### config.mk
export PLATFORM = sky130hd
export DESIGN_NAME = vector_sequencer
export DESIGN_NICKNAME = d
export VERILOG_FILES = /design/src/rtl/vec_pkg.sv /design/src/rtl/elem_counter.sv /design/src/rtl/vector_sequencer.sv
export SDC_FILE = /design/constraint.sdc
export NUM_CORES = 1
export LEC_CHECK = 0
export CORE_MARGIN = 5
export CORE_UTILIZATION = 53
export CTS_BUF_LIST = sky130_fd_sc_hd__clkbuf_8
export DETAILED_ROUTE_END_ITERATION = 10
export PLACE_DENSITY = 0.86
export SLEW_MARGIN = 20
export SYNTH_ARGS = -nofsm -noshare
export SYNTH_HDL_FRONTEND = slang
export SYNTH_SLANG_ARGS = --single-unit
export TNS_END_PERCENT = 100
### constraint.sdc
create_clock -name clk -period 2.9 [get_ports clk]
set_clock_uncertainty 0.1 [all_clocks]
set_input_delay 0.58 -clock clk [delete_from_list [all_inputs] [get_ports clk]]
set_output_delay 0.58 -clock clk [all_outputs]
set_load 0.02 [all_outputs]
### src/rtl/vec_pkg.sv
// Shared definitions for the vector sequencer: sizing defaults and FSM state type.
package vec_pkg;

  localparam int unsigned VLEN_MAX = 16;
  localparam int unsigned IDX_W    = 4;

  typedef enum logic [1:0] {
    IDLE = 2'd0,
    RUN  = 2'd1,
    DONE = 2'd2
  } vseq_state_e;

endpackage

### src/rtl/elem_counter.sv
// Element index register with load, advance and terminal-count detection.
module elem_counter #(
  parameter int unsigned VLEN_MAX = 16,
  parameter int unsigned IDX_W    = 4
) (
  input  logic             clk,
  input  logic             rst_n,
  input  logic             clr_i,
  input  logic             load_i,
  input  logic             adv_i,
  input  logic [IDX_W:0]   vlen_i,
  output logic [IDX_W-1:0] idx_o,
  output logic             last_o
);

  localparam logic [IDX_W:0] VMAX = (IDX_W+1)'(VLEN_MAX);
  localparam logic [IDX_W:0] ONE  = (IDX_W+1)'(1);

  // One extra bit so a full-length vector reaches its terminal count without wrapping.
  logic [IDX_W:0] idx_q,  idx_d;
  logic [IDX_W:0] vlen_q, vlen_d;

  always_comb begin
    idx_d  = idx_q;
    vlen_d = vlen_q;
    if (clr_i) begin
      idx_d = '0;
    end else if (load_i) begin
      idx_d  = '0;
      vlen_d = (vlen_i > VMAX) ? VMAX : vlen_i;
    end else if (adv_i) begin
      idx_d = idx_q + ONE;
    end
  end

  always_ff @(posedge clk or negedge rst_n) begin
    if (!rst_n) begin
      idx_q  <= '0;
      vlen_q <= '0;
    end else begin
      idx_q  <= idx_d;
      vlen_q <= vlen_d;
    end
  end

  assign idx_o  = idx_q[IDX_W-1:0];
  assign last_o = ((idx_q + ONE) == vlen_q);

endmodule

### src/rtl/vector_sequencer.sv
// Steps a vector instruction through its elements one lane-slot at a time,
// stalling the front end while running and pulsing done on completion.
module vector_sequencer #(
  parameter int unsigned VLEN_MAX = vec_pkg::VLEN_MAX,
  parameter int unsigned IDX_W    = vec_pkg::IDX_W
) (
  input  logic             clk,
  input  logic             rst_n,
  input  logic             start,
  input  logic             is_mem,
  input  logic [IDX_W:0]   vlen,
  input  logic             mem_ack,
  input  logic             flush,
  output logic             busy,
  output logic             vec_stall,
  output logic             elem_valid,
  output logic [IDX_W-1:0] elem_idx,
  output logic             mem_req,
  output logic             done
);

  import vec_pkg::*;

  vseq_state_e     state_q, state_d;
  logic            is_mem_q, is_mem_d;
  logic            cnt_clr, cnt_load, cnt_adv, cnt_last;
  logic [IDX_W-1:0] idx;

  elem_counter #(
    .VLEN_MAX (VLEN_MAX),
    .IDX_W    (IDX_W)
  ) u_elem_counter (
    .clk    (clk),
    .rst_n  (rst_n),
    .clr_i  (cnt_clr),
    .load_i (cnt_load),
    .adv_i  (cnt_adv),
    .vlen_i (vlen),
    .idx_o  (idx),
    .last_o (cnt_last)
  );

  always_ff @(posedge clk or negedge rst_n) begin
    if (!rst_n) begin
      state_q  <= IDLE;
      is_mem_q <= 1'b0;
    end else begin
      state_q  <= state_d;
      is_mem_q <= is_mem_d;
    end
  end

  always_comb begin
    state_d    = state_q;
    is_mem_d   = is_mem_q;
    cnt_clr    = 1'b0;
    cnt_load   = 1'b0;
    cnt_adv    = 1'b0;
    busy       = 1'b0;
    vec_stall  = 1'b0;
    elem_valid = 1'b0;
    elem_idx   = '0;
    mem_req    = 1'b0;
    done       = 1'b0;

    // Outputs depend on registered state only.
    case (state_q)
      RUN: begin
        busy       = 1'b1;
        vec_stall  = 1'b1;
        elem_valid = 1'b1;
        elem_idx   = idx;
        mem_req    = is_mem_q;
      end
      DONE:    done = 1'b1;
      default: ;
    endcase

    if (flush) begin
      state_d = IDLE;
      cnt_clr = 1'b1;
    end else begin
      case (state_q)
        IDLE, DONE: begin
          state_d = IDLE;
          if (start) begin
            if (vlen != '0) begin
              state_d  = RUN;
              cnt_load = 1'b1;
              is_mem_d = is_mem;
            end else begin
              state_d = DONE;
            end
          end
        end
        RUN: begin
          // An element completes every cycle for ALU ops, on mem_ack for memory ops.
          if (!is_mem_q || mem_ack) begin
            if (cnt_last) state_d = DONE;
            else          cnt_adv = 1'b1;
          end
        end
        default: state_d = IDLE;
      endcase
    end
  end

endmodule

==> metrics.md, run 1 <==
| Metric | Value |
|---|---|
| Status | finished clean |
| Slew margin rel. | 60.8% |
| FP Rows | 13 |
| Power, Total | 0.000533 W |
| Setup Viol. Count Final | 0 |
| CP endpoint kind | primary output |
| TritonCTS clock tree | done |
| R2R depth | 6 |
| Total wire length | 1.59 mm |
| Syn Nets | 91 |
| Setup repair after global routing missed its margin | no |
| DRC viols | 0 |
| DP Wirelength | 1.24 mm |
| Top-level I/O count | 20 |
| Multi-input logic area | 417 um2 |
| Max Transition Viols Final | 0 |
| DRT Pass-1 Iters | 4 |
| CP Max Fanout | 8 |
| Yosys warns | 0 |
| Post-synth cell types | 27 |
| Final core occ | 75.5% |
| Initial DRC Count | 6 |
| Yosys reg bits | 13 |
| Hold buffer count at CTS | 0 |
| Slew @ Worst Pin | 0.586 ns |
| Fill cell count | 95 |
| Aggregate global routing overflow | 0 |
| Share of cells above drive strength 1 | 7.07% |
| Antenna fix cells | 0 |
| P_leak | 0.440 nW |
| Core ar. | 1330 um2 |
| Post-Route Setup TNS | 0 ns |
| Period Utilization, post-route | 82.6% |
| Antenna-violating nets left | 0 |
| Register area | 325 um2 |
| Max Cap Viol | 0 |
| Hold Vio Cnt, Final | 0 |
| GPL Wtd Cong | 0.743 |
| Global-route wire length before repair | 2.68 mm |
| Reg clk slew, reported paths | 0.06 ns |
| Initial antenna violation count | 0 |
| Post-CTS sizing | 0 |
| CTS Root Cell | clkbuf_8 |
| All-Layer GR Usage | 17.5% |
| Synthesis-to-layout area growth | 30.5% |
| PwrDens | 529 nW/um2 |
| CTS H-Tree Depth | 1 |
| Post-layout min period | 2.39 ns |
| Clock Latency Late Sink | 0.25 ns |
| Register area share after synthesis | 42.1% |
| Hold depth | 2 |
| Hold Crit Class | flop to flop |
| Vias in the first global route | 596 |
| Req. time, crit path | 2.22 ns |
| Setup crit start kind | flop |
| Syn Inst Count | 79 |
| Async SR Flop Fraction | 100% |
| Starting density of the core | 57.9% |
| Post-CTS Setup Inserts | 0 |
| Via count | 630 |
| Clock buffer depth | 2 |
| Full die area | 2320 um2 |
| Crit Path Class | flop to primary output |
| Worst vdd ir | 358 uV |
| Vias per inst | 5.53 |
| Die W | 48.2 um |
| Prevailing post-synth register cell | dfrtp_1 |
| Largest net degree at the start of global routing | 14 |
| DIE HEIGHT | 48.2 um |
| Worst EP arrival | 1.71 ns |
| CTS sink cnt | 13 |
| DR WL/cell | 13.9 um |
| Count of flip-flops with a built-in enable after synthesis | 0 |
| Syn avg cell area | 9.77 um2 |
| IO buf count | 19 |
| Nets | 112 |
| CTS Buf Count | 3 |
| Mapped Area | 772 um2 |
| Fmax | 418 MHz |
layout make-up:
| cell class | instances | share of cell area (%) |
|---|---|---|
| Timing Repair Buffer | 19 | 18.9 |
| Multi-Input combinational cell | 60 | 41.4 |
| Sequential cell | 13 | 32.3 |
| Clock buffer | 3 | 4.10 |
| Clock inverter | 1 | 0.373 |
| Tap cell | 15 | 1.86 |
| Inverter | 3 | 1.12 |
synth_stat cells (2+ instances only):
master / n / share of area, %
xor2_1: 5 / 5.7
nor3b_1: 2 / 1.9
o31ai_1: 2 / 1.9
and2_1: 5 / 4.1
nor3_1: 2 / 1.3
nand3_1: 4 / 2.6
o21ai_0: 6 / 3.9
nand2b_1: 6 / 4.9
inv_1: 3 / 1.5
o2bb2ai_1: 2 / 2.3
dfrtp_1: 13 / 42
nor2_1: 2 / 0.97
buf_4: 2 / 1.9
xnor2_1: 3 / 3.4
nand2_1: 9 / 4.4
nor2b_1: 2 / 1.6
layout by cell type (no fill, tap or decap), types with 2 or more instances in the layout:
| cell | count |
|---|---|
| clkdlybuf4s50_1 | 19 |
| dfrtp_1 | 13 |
| nand2_1 | 9 |
| nand2b_1 | 6 |
| o21ai_0 | 6 |
| and2_1 | 5 |
| xor2_1 | 5 |
| inv_1 | 4 |
| nand3_1 | 4 |
| xnor2_1 | 3 |
| clkbuf_8 | 3 |
| nor2b_1 | 2 |
| nor2_1 | 2 |
| nor3_1 | 2 |
| o2bb2ai_1 | 2 |
| nor3b_1 | 2 |
| o31ai_1 | 2 |
where the power goes:
group / internal, W / leakage [nW] / switching [W]
combinational: 0.0000681 / 0.240 / 0.0000790
clock: 0.0000938 / 0.0269 / 0.0000705
sequential: 0.000204 / 0.172 / 0.0000181
sequential cells by signal, summed over array words and instances (netlist names):
name / flops
u_elem_counter.idx_q: 5
is_mem_q: 1
state_q: 2
u_elem_counter.vlen_q: 5
path summary, 6_finish.rpt:
kind | startpoint | to | slack (ns)
setup reg to reg | u_elem_counter.idx_q[0] | u_elem_counter.idx_q[2] | 0.70
hold reg to reg | u_elem_counter.vlen_q[3] | u_elem_counter.vlen_q[3] | 0.40
max in group asynchronous | rst_n | u_elem_counter.idx_q[2] | 1.71
hold / removal | u_elem_counter.vlen_q[3] | u_elem_counter.vlen_q[3] | 0.40
setup / recovery | state_q[1] | elem_idx[2] | 0.51
min in group asynchronous | rst_n | u_elem_counter.vlen_q[0] | 0.60
through the flow:
step	hold WS (ns)	cell area (um2)	setup WS (ns)	cells
2_1_floorplan	0.184	772	0.912	79
5_1_grt	0.452	1010	0.402	114
3_3_place_gp	0.378	962	0.605	110
4_1_cts	0.406	1010	0.492	114
3_5_place_dp	0.392	962	0.563	110
6_report	0.404	1010	0.506	114
cell families after synthesis:
family | after synthesis | share of synthesized area [%]
AO/OA/AOI/OAI | 13 | 12.8
XOR/XNOR | 9 | 12.0
buffers and inverters | 6 | 3.89
flip-flops | 13 | 42.1
AND/OR/NAND/NOR | 36 | 26.1
adder cells (fa/ha/maj) | 1 | 1.62
multiplexers | 1 | 1.46
metal layers:
metal  wire [um]  GRT usage [%]
met5           0              0
met4          45           11.3
met3          80           2.21
met2         766           28.9
met1         695           21.1
worst max-delay path: stages (launching register included):
cell,delay (ns)
dfrtp_1,0.36
nand2b_1,0.18
inv_1,0.16
and2_2,0.16
clkdlybuf4s50_1,0.59
(Power assumes the default switching activity.)
==> run 2: changes to the inputs <==
CORE_UTILIZATION = 49   (was 53)
PLACE_DENSITY = 0.8   (was 0.86)
clock period = 2.25 ns   (was 2.9 ns; I/O delays follow)
==> metrics.md, run 2 (synthesized netlist as in run 1, its figures left out) <==
| Metric | Value |
|---|---|
| GR Util met2 | 23.5% (-5.4 points) |
| Slew margin rel. | 61.6% (+0.76 points) |
| Hold path endpoint | u_elem_counter.vlen_q[3] |
| Commonest non-fill, non-tap cells in the layout | clkdlybuf4s50_1 (14), dfrtp_1 (13), nand2_1 (9) |
| Post-layout min period | 2.14 ns |
| R2R depth | 7 (+1) |
| Clock Latency Late Sink | 0.24 ns (about the same) |
| Crit Path Class | flop to primary output |
| Initial antenna violation count | 0 (unchanged) |
| DRC viols | 0 (unchanged) |
| Post-CTS Setup Inserts | 0 (unchanged) |
| Die W | 49.7 um (+3.2%) |
| Fmax | 468 MHz |
| Commonest non-fill, non-tap cell in the layout | clkdlybuf4s50_1 |
| Hold Vio Cnt, Final | 0 (unchanged) |
| Total wire length | 1.52 mm (-4.2%) |
| DRT Pass-1 Iters | 4 (unchanged) |
| All-Layer GR Usage | 13.6% (-3.9 points) |
| Antenna fix cells | 0 (unchanged) |
| Hold Crit Start | u_elem_counter.vlen_q[3] |
| Clock buffer depth | 2 (unchanged) |
| Slew @ Worst Pin | 0.574 ns (-0.0114 ns) |
| Crit. Startpoint | state_q[1] |
| CTS sink cnt | 13 (unchanged) |
| CTS Root Cell | clkbuf_8 |
| Worst EP arrival | 1.59 ns (-0.12 ns) |
| Via count | 634 (+0.63%) |
| Global-route wire length before repair | 2.57 mm (-3.9%) |
| Vias per inst | 5.33 (-3.6%) |
| Worst vdd ir | 548 uV (+53%) |
| Top Registers | u_elem_counter.idx_q (5), u_elem_counter.vlen_q (5), state_q (2) |
| Hold depth | 2 (unchanged) |
| GPL Wtd Cong | 0.735 (-1.1%) |
| CP Max Fanout | 8 (unchanged) |
| CP endpoint kind | primary output |
| Final hold slack | 0.396 ns (-0.00806 ns) |
| Post-CTS sizing | 5 (+5) |
| DIE HEIGHT | 49.7 um (+3.2%) |
| Initial DRC Count | 5 (-1) |
| Core ar. | 1510 um2 (+13%) |
| Vias in the first global route | 593 (-0.50%) |
| CP top delay family | buffers and inverters |
| Reg clk slew, reported paths | 0.05 ns (about the same) |
| Aggregate global routing overflow | 0 (unchanged) |
| PwrDens | 661 nW/um2 (+25%) |
| Antenna-violating nets left | 0 (unchanged) |
| DP Wirelength | 1.26 mm (+1.6%) |
| DR WL/cell | 12.8 um (-8.2%) |
| Most crowded layer after global routing | met2 |
| Share of cells above drive strength 1 | 10.7% (+3.6 points) |
| Setup repair after global routing missed its margin | no |
| Max Cap Viol | 0 (unchanged) |
| R2R Setup Slk | 0.12 ns (-0.58 ns) |
| Hold Crit Class | flop to flop |
| Largest net degree at the start of global routing | 14 (unchanged) |
| Status | finished clean |
| CTS H-Tree Depth | 1 (unchanged) |
| TritonCTS clock tree | done |
| Sequence of cells on the critical path | nand2b_1, inv_1, clkdlybuf4s50_1 |
| Full die area | 2470 um2 (+6.4%) |
| Grt met3 use | 3.01% (+0.80 points) |
| Setup crit start kind | flop |
| CTS Buf Count | 3 (unchanged) |
| IO buf count | 19 (unchanged) |
| Req. time, crit path | 1.70 ns (-0.52 ns) |
| Buf/Inv on CP | 2 (unchanged) |
| P_leak | 0.482 nW (+9.5%) |
| Top-level I/O count | 20 (unchanged) |
| Reg-to-reg endpoint | u_elem_counter.idx_q[2] |
| Reg2reg start | u_elem_counter.idx_q[1] |
| Setup Viol. Count Final | 0 (unchanged) |
| Crit path max-delay cell type | clkdlybuf4s50_1 |
| FP Rows | 14 (+1) |
| Starting density of the core | 51.2% (-6.6 points) |
| Nets | 116 (+3.6%) |
| Crit-path max cell delay | 0.63 ns (+0.04 ns) |
| Met1 Usage GRT | 14.9% (-6.2 points) |
| Hold buffer count at CTS | 0 (unchanged) |
| Post-Route Setup TNS | 0 ns (unchanged) |
| Synthesis-to-layout area growth | 33.7% |
| Max Transition Viols Final | 0 (unchanged) |
| Period Utilization, post-route | 95.0% |
==> run 2: cell types whose count changed in the layout (fill, tap and decap cells not counted) <==
cell / before / now
buf_4: 0 / 4
clkdlybuf4s50_1: 19 / 14
dlygate4sd2_1: 0 / 5
==> run 2: worst max path at each step <==
stage | slack (ns) | depth (start not counted) | to
after detailed placement | 0.08 | 6 | u_elem_counter.idx_q[2]
final | 0.11 | 3 | busy
after floorplan | 0.26 | 6 | u_elem_counter.idx_q[2]
after CTS | 0.08 | 3 | elem_valid
after global placement | 0.16 | 6 | u_elem_counter.idx_q[2]
after global routing | 0.0002 | 7 | u_elem_counter.idx_q[2]
==> run 2: final cells by class <==
type | count | area (um2)
fillers | 124 | 474
flip-flops and latches | 13 | 325
multi-input cells | 60 | 417
inverters | 3 | 11.3
clock buffers | 3 | 41.3
repair buffers | 23 | 214
clock inverters | 1 | 3.75
well taps | 16 | 20.0
==> run 2: worst register-to-register path, cell delays in order (launching register included) <==
cell,delay [ns]
dfrtp_1,0.41
ha_1,0.26
xnor3_1,0.32
nand3_2,0.13
o31ai_4,0.34
buf_4,0.19
nor3b_1,0.05
a211o_1,0.22
==> run 2: per-stage QoR <==
step | utilization (%) | setup slack, ns | instances | cell area (um2) | total power (W)
global placement | 65.9 | 0.160 | 115 | 993 | 0.000484
CTS | 68.5 | 0.0768 | 119 | 1030 | 0.000691
finish | 68.5 | 0.112 | 119 | 1030 | 0.000682
global route | 68.5 | 0.000156 | 119 | 1030 | 0.000723
floorplan | - | 0.262 | 79 | 772 | 0.000413
detailed placement | 65.9 | 0.0784 | 115 | 993 | 0.000490
==> run 2: report_power, final <==
group          total (W)  internal [W]  switching [W]
sequential      0.000283      0.000263      0.0000205
combinational   0.000197     0.0000933       0.000104
clock           0.000202      0.000120      0.0000814
total           0.000682      0.000476       0.000206
==> run 2: layer usage <==
| layer | share of wire [%] | routed length [um] |
|---|---|---|
| met1 | 41 | 628 |
| met2 | 52 | 792 |
| met3 | 5.9 | 90 |
| met4 | 0.66 | 10 |
| met5 | 0 | 0 |
==> run 3: changes to the inputs <==
ABC_AREA = 1   (was unset)
CORE_UTILIZATION = 50   (was 49)
PLACE_DENSITY = 0.81   (was 0.8)
==> metrics.md, run 3 <==
| Metric | Value |
|---|---|
| DP Wirelength | 1.39 mm (+11%) |
| PwrDens | 643 nW/um2 (-2.8%) |
| Setup repair after global routing missed its margin | no |
| Yosys warns | 0 (unchanged) |
| CTS Root Cell | clkbuf_8 |
| Max Transition Viols Final | 0 (unchanged) |
| Reg clk slew, reported paths | 0.06 ns (about the same) |
| Mapped Area | 825 um2 (+6.8%) |
| IO buf count | 19 (unchanged) |
| Final hold slack | 0.414 ns (+0.0175 ns) |
| Starting density of the core | 53.5% (+2.2 points) |
| Share of cells above drive strength 1 | 9.09% (-1.6 points) |
| Antenna-violating nets left | 0 (unchanged) |
| Most common cell in the netlist | nand2_1 |
| Post-synth top area cell | dfrtp_1 |
| Syn Inst Count | 111 (+41%) |
| Nets | 145 (+25%) |
| Synthesis-to-layout area growth | 29.4% |
| Post-synth cell types | 22 (-19%) |
| Crit Path Class | flop to primary output |
| Setup crit start kind | flop |
| P_leak | 0.514 nW (+6.7%) |
| CP Max Fanout | 8 (unchanged) |
| Top post-synthesis cells by count | nand2_1 (24), inv_1 (18), nand3_1 (15) |
| Initial DRC Count | 7 (+2) |
| Post-synth top area share | 39.5% (-2.7 points) |
| CTS H-Tree Depth | 1 (unchanged) |
| Post-layout min period | 2.09 ns (-0.0492 ns) |
| Worst vdd ir | 513 uV (-6.4%) |
| Setup Viol. Count Final | 0 (unchanged) |
| FP Rows | 14 (unchanged) |
| Period Utilization, post-route | 92.9% (-2.2 points) |
| Initial antenna violation count | 0 (unchanged) |
| DR WL/cell | 11.8 um (-7.4%) |
| TritonCTS clock tree | done |
| Hold buffer count at CTS | 0 (unchanged) |
| Clock buffer depth | 2 (unchanged) |
| Largest net degree at the start of global routing | 14 (unchanged) |
| Core ar. | 1540 um2 (+2.3%) |
| All-Layer GR Usage | 15.6% (+2.0 points) |
| Commonest non-fill, non-tap cells in the layout | nand2_1 (23), inv_1 (19), clkdlybuf4s50_1 (19) |
| Dpl ws | 0.280 ns (+0.201 ns) |
| Final worst slack | 0.161 ns (+0.0492 ns) |
| Final core occ | 69.2% (+0.72 points) |
| Slew @ Worst Pin | 0.570 ns (-0.00406 ns) |
| Total wire length | 1.75 mm (+15%) |
| CP endpoint kind | primary output |
| Antenna fix cells | 0 (unchanged) |
| GPL Wtd Cong | 0.887 (+21%) |
| CTS sink cnt | 13 (unchanged) |
| Syn Nets | 123 (+35%) |
| Most area-consuming cells after synthesis | dfrtp_1 (39%), nand2_1 (11%), nand3_1 (9.1%) |
| Fmax | 479 MHz (+2.4%) |
| Worst EP arrival | 1.54 ns (-0.05 ns) |
| Aggregate global routing overflow | 0 (unchanged) |
| Die W | 50.6 um (+1.9%) |
| Global-route wire length before repair | 3.13 mm (+22%) |
| Prevailing post-synth register cell | dfrtp_1 |
| DRC viols | 0 (unchanged) |
| Syn avg cell area | 7.43 um2 (-24%) |
| DRT Pass-1 Iters | 4 (unchanged) |
| Placed cell count | 144 (+25%) |
| Slew margin rel. | 61.9% (+0.27 points) |
| Full die area | 2560 um2 (+3.7%) |
| Via count | 767 (+21%) |
| Top-level I/O count | 20 (unchanged) |
| DIE HEIGHT | 50.6 um (+1.9%) |
| Count of flip-flops with a built-in enable after synthesis | 0 (unchanged) |
| Clock Latency Late Sink | 0.24 ns (about the same) |
| Cell Count, Final, Fillers Out | 148 (+24%) |
| Vias per inst | 5.18 (-2.7%) |
| Hold Vio Cnt, Final | 0 (unchanged) |
| Top Registers | u_elem_counter.idx_q (5), u_elem_counter.vlen_q (5), state_q (2) |
| Post-Route Setup TNS | 0 ns (unchanged) |
| Hold Crit Class | flop to flop |
| CTS Buf Count | 3 (unchanged) |
| Commonest non-fill, non-tap cell in the layout | nand2_1 |
| Vias in the first global route | 717 (+21%) |
| Status | finished clean |
| Register area share after synthesis | 39.5% (-2.7 points) |
| Async SR Flop Fraction | 100% (unchanged) |
| Max Cap Viol | 0 (unchanged) |
| Req. time, crit path | 1.70 ns (about the same) |
| Yosys reg bits | 13 (unchanged) |
[run 3: cell types whose count changed after synthesis, moves of 3 or more]
| cell | delta |
|---|---|
| o21ai_0 | -4 |
| xor2_1 | -4 |
| nand4_1 | +5 |
| and2_1 | -5 |
| nand2b_1 | -6 |
| nor2_1 | +10 |
| nand3_1 | +11 |
| inv_1 | +15 |
| nand2_2 | +3 |
| nand2_1 | +15 |
[run 3: where the power goes]
part / switching [W] / internal (W)
combinational: 0.000115 / 0.0000849
sequential: 0.0000228 / 0.000262
clock: 0.0000812 / 0.000120
total: 0.000219 / 0.000467
[run 3: per-layer routing]
layer / global-route usage (%) / routed length (um) / vias up
li1: - / - / 398
met2: 26.9 / 930 / 13
met3: 3.85 / 88 / 2
met5: 0 / 0 / -
met1: 19.3 / 724 / 354
met4: 3.83 / 8 / 0
[run 3: worst max-delay path, stage by stage (launching register included)]
cell and delay (ns):
dfrtp_1 0.41, nand2_2 0.17, nor2_1 0.12, clkdlybuf4s50_1 0.61
[run 3: path summary, 6_finish.rpt]
| path | from | to | slack [ns] | depth (start not counted) |
|---|---|---|---|---|
| worst max-delay path | state_q[0] | elem_idx[2] | 0.16 | 3 |
| worst min-delay path | u_elem_counter.vlen_q[0] | u_elem_counter.vlen_q[0] | 0.41 | 2 |
| worst max register to register | u_elem_counter.idx_q[0] | u_elem_counter.idx_q[1] | 0.46 | 11 |
| worst min register to register | u_elem_counter.vlen_q[0] | u_elem_counter.vlen_q[0] | 0.41 | 2 |
| max in group asynchronous | rst_n | u_elem_counter.vlen_q[3] | 1.20 | 1 |
| min in group asynchronous | rst_n | u_elem_counter.idx_q[4] | 0.48 | 1 |
[run 3: cells by family after synthesis]
group	share of synthesized area, %
and+or+nand+nor	40.5
buffers and inverters	10.5
DFF	39.5
AOI/OAI and AO/OA	4.86
xor gates and xnor gates	3.19
adders and majority gates	1.52
[run 3: final cells by class]
class	count	area, um2
Clock buffer	3	41.3
Clock inverter	1	3.75
Fill cell	139	474
Inverter	19	71.3
Multi-Input combinational cell	77	415
Sequential cell	13	325
Tap cell	16	20.0
Timing Repair Buffer	19	190
[run 3: stage by stage]
stage,total power [W],cell area [um2]
after floorplan,0.000420,825
final,0.000686,1070
after CTS,0.000693,1060
after global routing,0.000735,1070
after detailed placement,0.000488,1020
after global placement,0.000483,1020
[run 3: what timing repair did]
item                       CTS  global route
setup endpoints to repair    0             8
setup buffers                0             0
resized for setup            0             1
